[src/rtl/dpram_fifo_ctrl.sv]
// dpram_fifo_ctrl
// Circular-buffer FIFO controller in front of a 64x8 dual-port RAM with
// asynchronous read. Port A of the RAM is the write side and port B the read
// side. Upstream and downstream logic see a plain FIFO with full/empty flags,
// an occupancy count and sticky overflow/underflow flags. The asynchronous RAM
// read is registered to give a one-cycle-latency read output.
module dpram_fifo_ctrl #(
    parameter int DATA_WIDTH = 8,
    parameter int ADDR_WIDTH = 6
) (
    input  logic                  clk,
    input  logic                  rst_n,
    input  logic                  wr_en,
    input  logic [DATA_WIDTH-1:0] wr_data,
    input  logic                  rd_en,
    output logic [DATA_WIDTH-1:0] rd_data,
    output logic                  rd_valid,
    output logic                  full,
    output logic                  empty,
    output logic [ADDR_WIDTH:0]   count,
    output logic                  overflow,
    output logic                  underflow,
    output logic [DATA_WIDTH-1:0] ram_data_in_A,
    output logic [ADDR_WIDTH-1:0] ram_addr_A,
    output logic                  ram_mode_A,
    output logic [DATA_WIDTH-1:0] ram_data_in_B,
    output logic [ADDR_WIDTH-1:0] ram_addr_B,
    output logic                  ram_mode_B,
    input  logic [DATA_WIDTH-1:0] ram_data_out_B
);

    localparam logic [ADDR_WIDTH:0] PTR_ONE = 1;

    // Pointers carry one extra wrap bit so full and empty can be told apart
    // when the address bits are equal.
    logic [ADDR_WIDTH:0]   r_wr_ptr;
    logic [ADDR_WIDTH:0]   r_rd_ptr;
    logic [DATA_WIDTH-1:0] r_rd_data;
    logic                  r_rd_valid;
    logic                  r_overflow;
    logic                  r_underflow;

    logic w_full;
    logic w_empty;
    logic w_wr_accept;
    logic w_rd_accept;

    // Status decode from the registered pointers only.
    always_comb begin
        w_empty = (r_wr_ptr == r_rd_ptr);
        w_full  = (r_wr_ptr[ADDR_WIDTH-1:0] == r_rd_ptr[ADDR_WIDTH-1:0]) &&
                  (r_wr_ptr[ADDR_WIDTH] != r_rd_ptr[ADDR_WIDTH]);
    end

    // Request acceptance: a write while full is allowed only alongside a read,
    // and a read while empty is always rejected (no fall-through).
    // NOTE: the accepts are gated with rst_n so the combinational RAM write
    // strobe stays low during reset cycles; otherwise a write requested while
    // in reset would corrupt the RAM even though the pointers ignore it.
    always_comb begin
        w_wr_accept = rst_n & wr_en & (~w_full | rd_en);
        w_rd_accept = rst_n & rd_en & ~w_empty;
    end

    // Pointer advance; both wrap naturally at 2**(ADDR_WIDTH+1).
    // NOTE: sequential state uses non-blocking assignments so every register
    // samples the pre-edge values of the others, independent of block order.
    always_ff @(posedge clk) begin
        if (!rst_n) begin
            r_wr_ptr <= '0;
            r_rd_ptr <= '0;
        end else begin
            if (w_wr_accept) r_wr_ptr <= r_wr_ptr + PTR_ONE;
            if (w_rd_accept) r_rd_ptr <= r_rd_ptr + PTR_ONE;
        end
    end

    // Register the asynchronous RAM read word on each accepted pop. The RAM is
    // written on the same edge, so a pop while full captures the old word.
    always_ff @(posedge clk) begin
        if (!rst_n) begin
            r_rd_data  <= '0;
            r_rd_valid <= 1'b0;
        end else begin
            r_rd_valid <= w_rd_accept;
            if (w_rd_accept) r_rd_data <= ram_data_out_B;
        end
    end

    // Sticky error flags; only reset clears them.
    always_ff @(posedge clk) begin
        if (!rst_n) begin
            r_overflow  <= 1'b0;
            r_underflow <= 1'b0;
        end else begin
            if (wr_en && !w_wr_accept) r_overflow  <= 1'b1;
            if (rd_en && w_empty)      r_underflow <= 1'b1;
        end
    end

    // Output and RAM-side wiring. RAM contents are deliberately not cleared
    // on reset: after reset empty=1, so stale words can never be popped.
    always_comb begin
        rd_data       = r_rd_data;
        rd_valid      = r_rd_valid;
        full          = w_full;
        empty         = w_empty;
        count         = r_wr_ptr - r_rd_ptr;
        overflow      = r_overflow;
        underflow     = r_underflow;
        ram_data_in_A = wr_data;
        ram_addr_A    = r_wr_ptr[ADDR_WIDTH-1:0];
        ram_mode_A    = w_wr_accept;
        ram_data_in_B = '0;
        ram_addr_B    = r_rd_ptr[ADDR_WIDTH-1:0];
        ram_mode_B    = 1'b0;
    end

endmodule

[config.mk]
export PLATFORM = sky130hd
export DESIGN_NAME = dpram_fifo_ctrl
export DESIGN_NICKNAME = d
export VERILOG_FILES = /design/src/rtl/dpram_fifo_ctrl.sv
export SDC_FILE = /design/constraint.sdc
export NUM_CORES = 1
export LEC_CHECK = 0
export CAP_MARGIN = 5
export CORE_UTILIZATION = 47
export CTS_BUF_LIST = sky130_fd_sc_hd__clkbuf_8
export CTS_CLUSTER_DIAMETER = 200
export DETAILED_ROUTE_END_ITERATION = 12
export GPL_ROUTABILITY_DRIVEN = 0
export MAX_ROUTING_LAYER = met4
export PLACE_DENSITY = 0.87
export SETUP_SLACK_MARGIN = 0.1
export SLEW_MARGIN = 25
export SYNTH_ARGS = -nofsm -noshare
export SYNTH_HDL_FRONTEND = slang
export SYNTH_SLANG_ARGS = --single-unit
[constraint.sdc]
create_clock -name clk -period 4.7 [get_ports clk]
set_clock_uncertainty 0.2 [all_clocks]
set_input_delay 0.94 -clock clk [delete_from_list [all_inputs] [get_ports clk]]
set_output_delay 0.94 -clock clk [all_outputs]
set_load 0.03 [all_outputs]
# After elaboration in Yosys (flattened, before gate mapping)
# Index checks and enable logic that the tools add are counted.
[word_totals]
regBits = 25
inputBits = 20
output_inout_bits = 50
wordCells = 23
[op_classes]
n_addsub = 3
n_eq_ne = 3
n_bitwise = 7
reduce_logical = 4
[op_table]
columns = ["operator", "count"]
rows = [
  ["adder 7 x 1 -> 7 bit, second input constant", 2],
  ["== test 7 bit", 1],
  ["subtractor 7 bit", 1],
  ["== test 6 bit", 1],
  ["bitwise AND 1 bit", 4],
  ["logical AND 1 bit", 3],
  ["NOT 1 bit", 2],
  ["zero test 1 bit", 1],
  ["inequality test 1 bit", 1],
  ["bitwise OR 1 bit", 1],
]

# Depth between registers and ports, before layout
[logic_depth]
depth_word = 7
mapped_depth = 7
mapped_depth_nobuf = 7

# Least setup slack after synthesis
# OpenSTA, ideal clock, no wires.
[synth_timing]
kind = "input to output"
from = "input port rst_n"
to = "output port ram_mode_A"
arrival_time_ns = 1.895
slack_ns = 1.665
stages = 4
path_buffers = 2
cell_sequence = "clkbuf_1 > inv_1 > clkbuf_1 > nor2_1"
[synth_via]
elab_chain_len = 2
[synth_rtl]
columns = ["item", "line", "text"]
rows = [
  ["start, declared", "12", "input logic rst_n,"],
  ["bitwise AND 1 bit (2 in a row)", "61", "w_wr_accept = rst_n & wr_en & (~w_full | rd_en);"],
  ["end, declared", "25", "output logic ram_mode_A,"],
]
# No other way between the ends.

# Final worst setup path
[layout_timing]
from = "input port rd_en"
to = "output port ram_mode_A"
[layout_via]
elab_chain_len = 2
[layout_rtl]
columns = ["item", "line", "text"]
rows = [
  ["start, declared", "15", "input logic rd_en,"],
  ["bitwise OR 1 bit", "61", ""],
  ["bitwise AND 1 bit", "61", ""],
]
# No other way between the ends.

==> summary.md <==
The maximum achievable frequency is 0.254 GHz, and the count of clock tree sinks is 25. Endpoint of the lowest-slack register-to-register path: r_rd_ptr[0]. The fraction of the cycle the final worst path needs is 0.837, and the total wire length is 3330 um. The number of antenna repair diodes was 0.

The fraction of layout instances using a drive strength above 1 was 0.0639; the source-to-sink clock delay at the later pin of the worst-skew pair was 270 ps. The total overflow left after global routing is 0. The root buffer cell chosen for the clock tree is sky130_fd_sc_hd__clkbuf_8.

In this run the worst setup path terminates at ram_mode_A. The proportion of power drawn by combinational gates is 0.463. The logs give 1 for the maximum level of the CTS H-tree and 0 for the post-cts hold buffer count.

The tools report the register area as 500 um^2. The critical path starts at rd_en. The via density per instance is 5.20, and the final critical delay including setup and external delays is 3930 ps. TritonCTS built the clock tree. The share of synthesized registers carrying an async set or reset is 0, and the number of cells traversed by the worst register-to-register path is 7.

After clock tree synthesis, the clock-pin slew on the worst setup and hold paths is 80 ps. The setup path with the least slack is of type input port to output port. The detailed router placed 1377 vias in this run. For the remaining antenna violation count, the log shows 0.

In the routed design, unresolved DRC markers number 0. The filler cells instantiated in the layout total 307. The mean post-synth cell area is 8.31 um^2.

The multi-input combinational cells in the finished layout cover a total of 867 um^2. For flop-to-flop paths, the worst setup slack is 2480 ps. During placement, the flow inserted port buffers numbering 44. The tools report the number of design-rule violations left by the first detailed-router iteration as 56. Count of flip-flops with a built-in enable after synthesis: 0. The top cell type's share of synthesized area was 0.307. Yosys printed 0 warnings. The logs give 0.206 for the overall fraction of global-route tracks in use and 3340 um^2 for the placeable core region. The worst-case IR drop observed on VDD is 0.209 mV. Initial antenna violation count: 0.

In the synthesized netlist the dominant register cell turns out to be sky130_fd_sc_hd__dfxtp_1. By count the netlist is led by 29 x sky130_fd_sc_hd__buf_4, 25 x sky130_fd_sc_hd__dfxtp_1, 17 x sky130_fd_sc_hd__nand2_1. STA classifies the critical path startpoint as an input port. The die covers 3710 um^2.

The share of total power consumed by net switching is 0.398. In the post-synthesis netlist, the cell with the most instances is sky130_fd_sc_hd__buf_4. In the final routed layout, each cell accounts on average for 12.6 um.

The number of max-slew violations in the final report was 0. The switching component of the power came out at 275 uW. The first global-routing pass estimated 5430 um of wire.

After clock tree synthesis, the repair step resized 0 gates. The final core utilization was 0.592. Sorting the synthesized cells by area gives the leading types as sky130_fd_sc_hd__dfxtp_1 31%, sky130_fd_sc_hd__buf_4 13%, sky130_fd_sc_hd__ha_1 6.1%, sky130_fd_sc_hd__nand3_1 4.3%, sky130_fd_sc_hd__nand2_1 3.9%.

The die height is 60.9 um, and the critical path arrival is 2790 ps. The synthesized netlist cell count is 196. The count of endpoints failing hold in the final timing report was 0; the critical path data required time was 3560 ps. The via count of the first global-routing pass is 1202, and the HPWL reported at the end of detailed placement is 2570 um.

The area growth from synthesis to layout is 21.3%. The biggest fanout along the worst timing path is 6. The biggest area consumer among synthesized cells was sky130_fd_sc_hd__dfxtp_1.

The internal cell power is 417 uW. Setup repair after global routing left no endpoint under its margin. Measured along the x axis, the die boundary spans 60.9 um. The tools report the count of distinct cell types in the synthesized netlist as 39.

Summing every instance area after synthesis gives 1630 um^2. The run gives 70 as the number of top-level pins. The part of the Yosys area used for sequential elements is 0.307, and the summed negative setup slack over all endpoints is 0 ps. Entering global routing, the biggest net connects 27 pins. The worst setup path is captured at an output port.

The tightest min-delay check is of the register to register type. In this run the deepest clock path goes through 2 buffers. The startpoint identified for the worst register-to-register timing path is r_rd_ptr[3]. After synthesis the netlist holds a flip-flop and latch count of 25.

Share of power burned in the clock network: 0.183. The pre-antenna-repair detailed-routing pass consisted of 4 iterations. The floorplan has 21 rows.

The run gives 0 as the max-cap violation count. Setup violations remaining at the end of the flow were counted as 0. Part of the power in registers: 0.354. The total power divided by cell area is 350 nW/um^2, and the leakage dissipation is 0.000722 uW. Clock tree synthesis inserted a total of 3 buffers.

The number of nets in the finished design came out at 249. For the starting density of the core, the log shows 0.488. The flow ran to the end, and the final reports show no timing, DRC or antenna violations. Post-CTS timing repair inserted 0 buffers for setup.
[sequential cells by signal (all words and copies together) (netlist names)]
register   count
rd_valid       1
underflow      1
rd_data        8
overflow       1
r_rd_ptr       7
r_wr_ptr       7
[power groups by stage]
| stage | Sequential [uW] | Clock (uW) | Combinational (uW) |
|---|---|---|---|
| floorplan | 272 | 0 | 206 |
| global placement | 249 | 0 | 316 |
| detailed placement | 250 | 0 | 322 |
| CTS | 245 | 132 | 323 |
| global route | 248 | 138 | 345 |
| finish | 245 | 127 | 320 |
[area by class of cell]
| cell class | count | area share |
|---|---|---|
| clock buffer | 3 | 0.0209 |
| clock inverter | 1 | 0.00253 |
| inverter | 13 | 0.0247 |
| multi-input combinational | 131 | 0.439 |
| sequential | 25 | 0.253 |
| tap | 46 | 0.0291 |
| timing repair buffer | 46 | 0.231 |
[worst min path at each step]
stage / from / to / cells after the start
global placement: rd_data[7] / rd_data[7] / 2
finish: rd_data[5] / rd_data[5] / 2
CTS: rd_data[7] / rd_data[7] / 2
floorplan: r_rd_ptr[5] / r_rd_ptr[5] / 2
global route: rd_data[5] / rd_data[5] / 2
detailed placement: rd_data[5] / rd_data[5] / 2
[cell usage in the layout (no fill, tap or decap), types with 8 or more instances in the layout]
cell type | Yosys | final
sky130_fd_sc_hd__inv_1 | 13 | 13
sky130_fd_sc_hd__o21ai_0 | 11 | 11
sky130_fd_sc_hd__ha_1 | 8 | 8
sky130_fd_sc_hd__a21oi_1 | 10 | 10
sky130_fd_sc_hd__nor2_1 | 10 | 10
sky130_fd_sc_hd__clkdlybuf4s50_1 | 0 | 44
sky130_fd_sc_hd__nand3_1 | 14 | 14
sky130_fd_sc_hd__dfxtp_1 | 25 | 25
sky130_fd_sc_hd__conb_1 | 1 | 9
sky130_fd_sc_hd__nand2_1 | 17 | 17
[per-stage QoR]
| step | total power (uW) | hold slack [ps] | std cells | area, um^2 | worst slack, ps |
|---|---|---|---|---|---|
| floorplan | 478 | 261 | 204 | 1660 | 1660 |
| global placement | 565 | 243 | 261 | 1930 | 835 |
| detailed placement | 572 | 250 | 261 | 1930 | 797 |
| CTS | 699 | 261 | 265 | 1980 | 763 |
| global route | 731 | 287 | 265 | 1980 | 672 |
| finish | 692 | 257 | 265 | 1980 | 767 |
[cells by family (layout without fill, tap and decap cells)]
family / after synthesis / after routing / share of synthesized area
simple gates: 64 / 64 / 0.210
buf+inv: 48 / 63 / 0.179
compound gates: 41 / 41 / 0.174
flops: 25 / 25 / 0.307
fa+ha+maj: 9 / 9 / 0.0737
xor+xnor: 6 / 6 / 0.0415
mux: 2 / 2 / 0.0123
other cells: 1 / 9 / 0.00230
[routing by layer]
| layer | vias to the layer above | global-route usage | wire, um |
|---|---|---|---|
| met5 | - | - | 0 |
| met4 | 0 | 0.0714 | 28 |
| met3 | 4 | 0.0448 | 197 |
| met2 | 49 | 0.327 | 1570 |
| met1 | 633 | 0.258 | 1540 |
| li1 | 691 | - | - |
[worst max-delay path: stages]
cell and delay [ps]:
sky130_fd_sc_hd__clkdlybuf4s50_1 580, sky130_fd_sc_hd__o41ai_4 580, sky130_fd_sc_hd__nor2_1 80, sky130_fd_sc_hd__clkdlybuf4s50_1 610
Note: power is estimated with default switching activity, not from simulation.
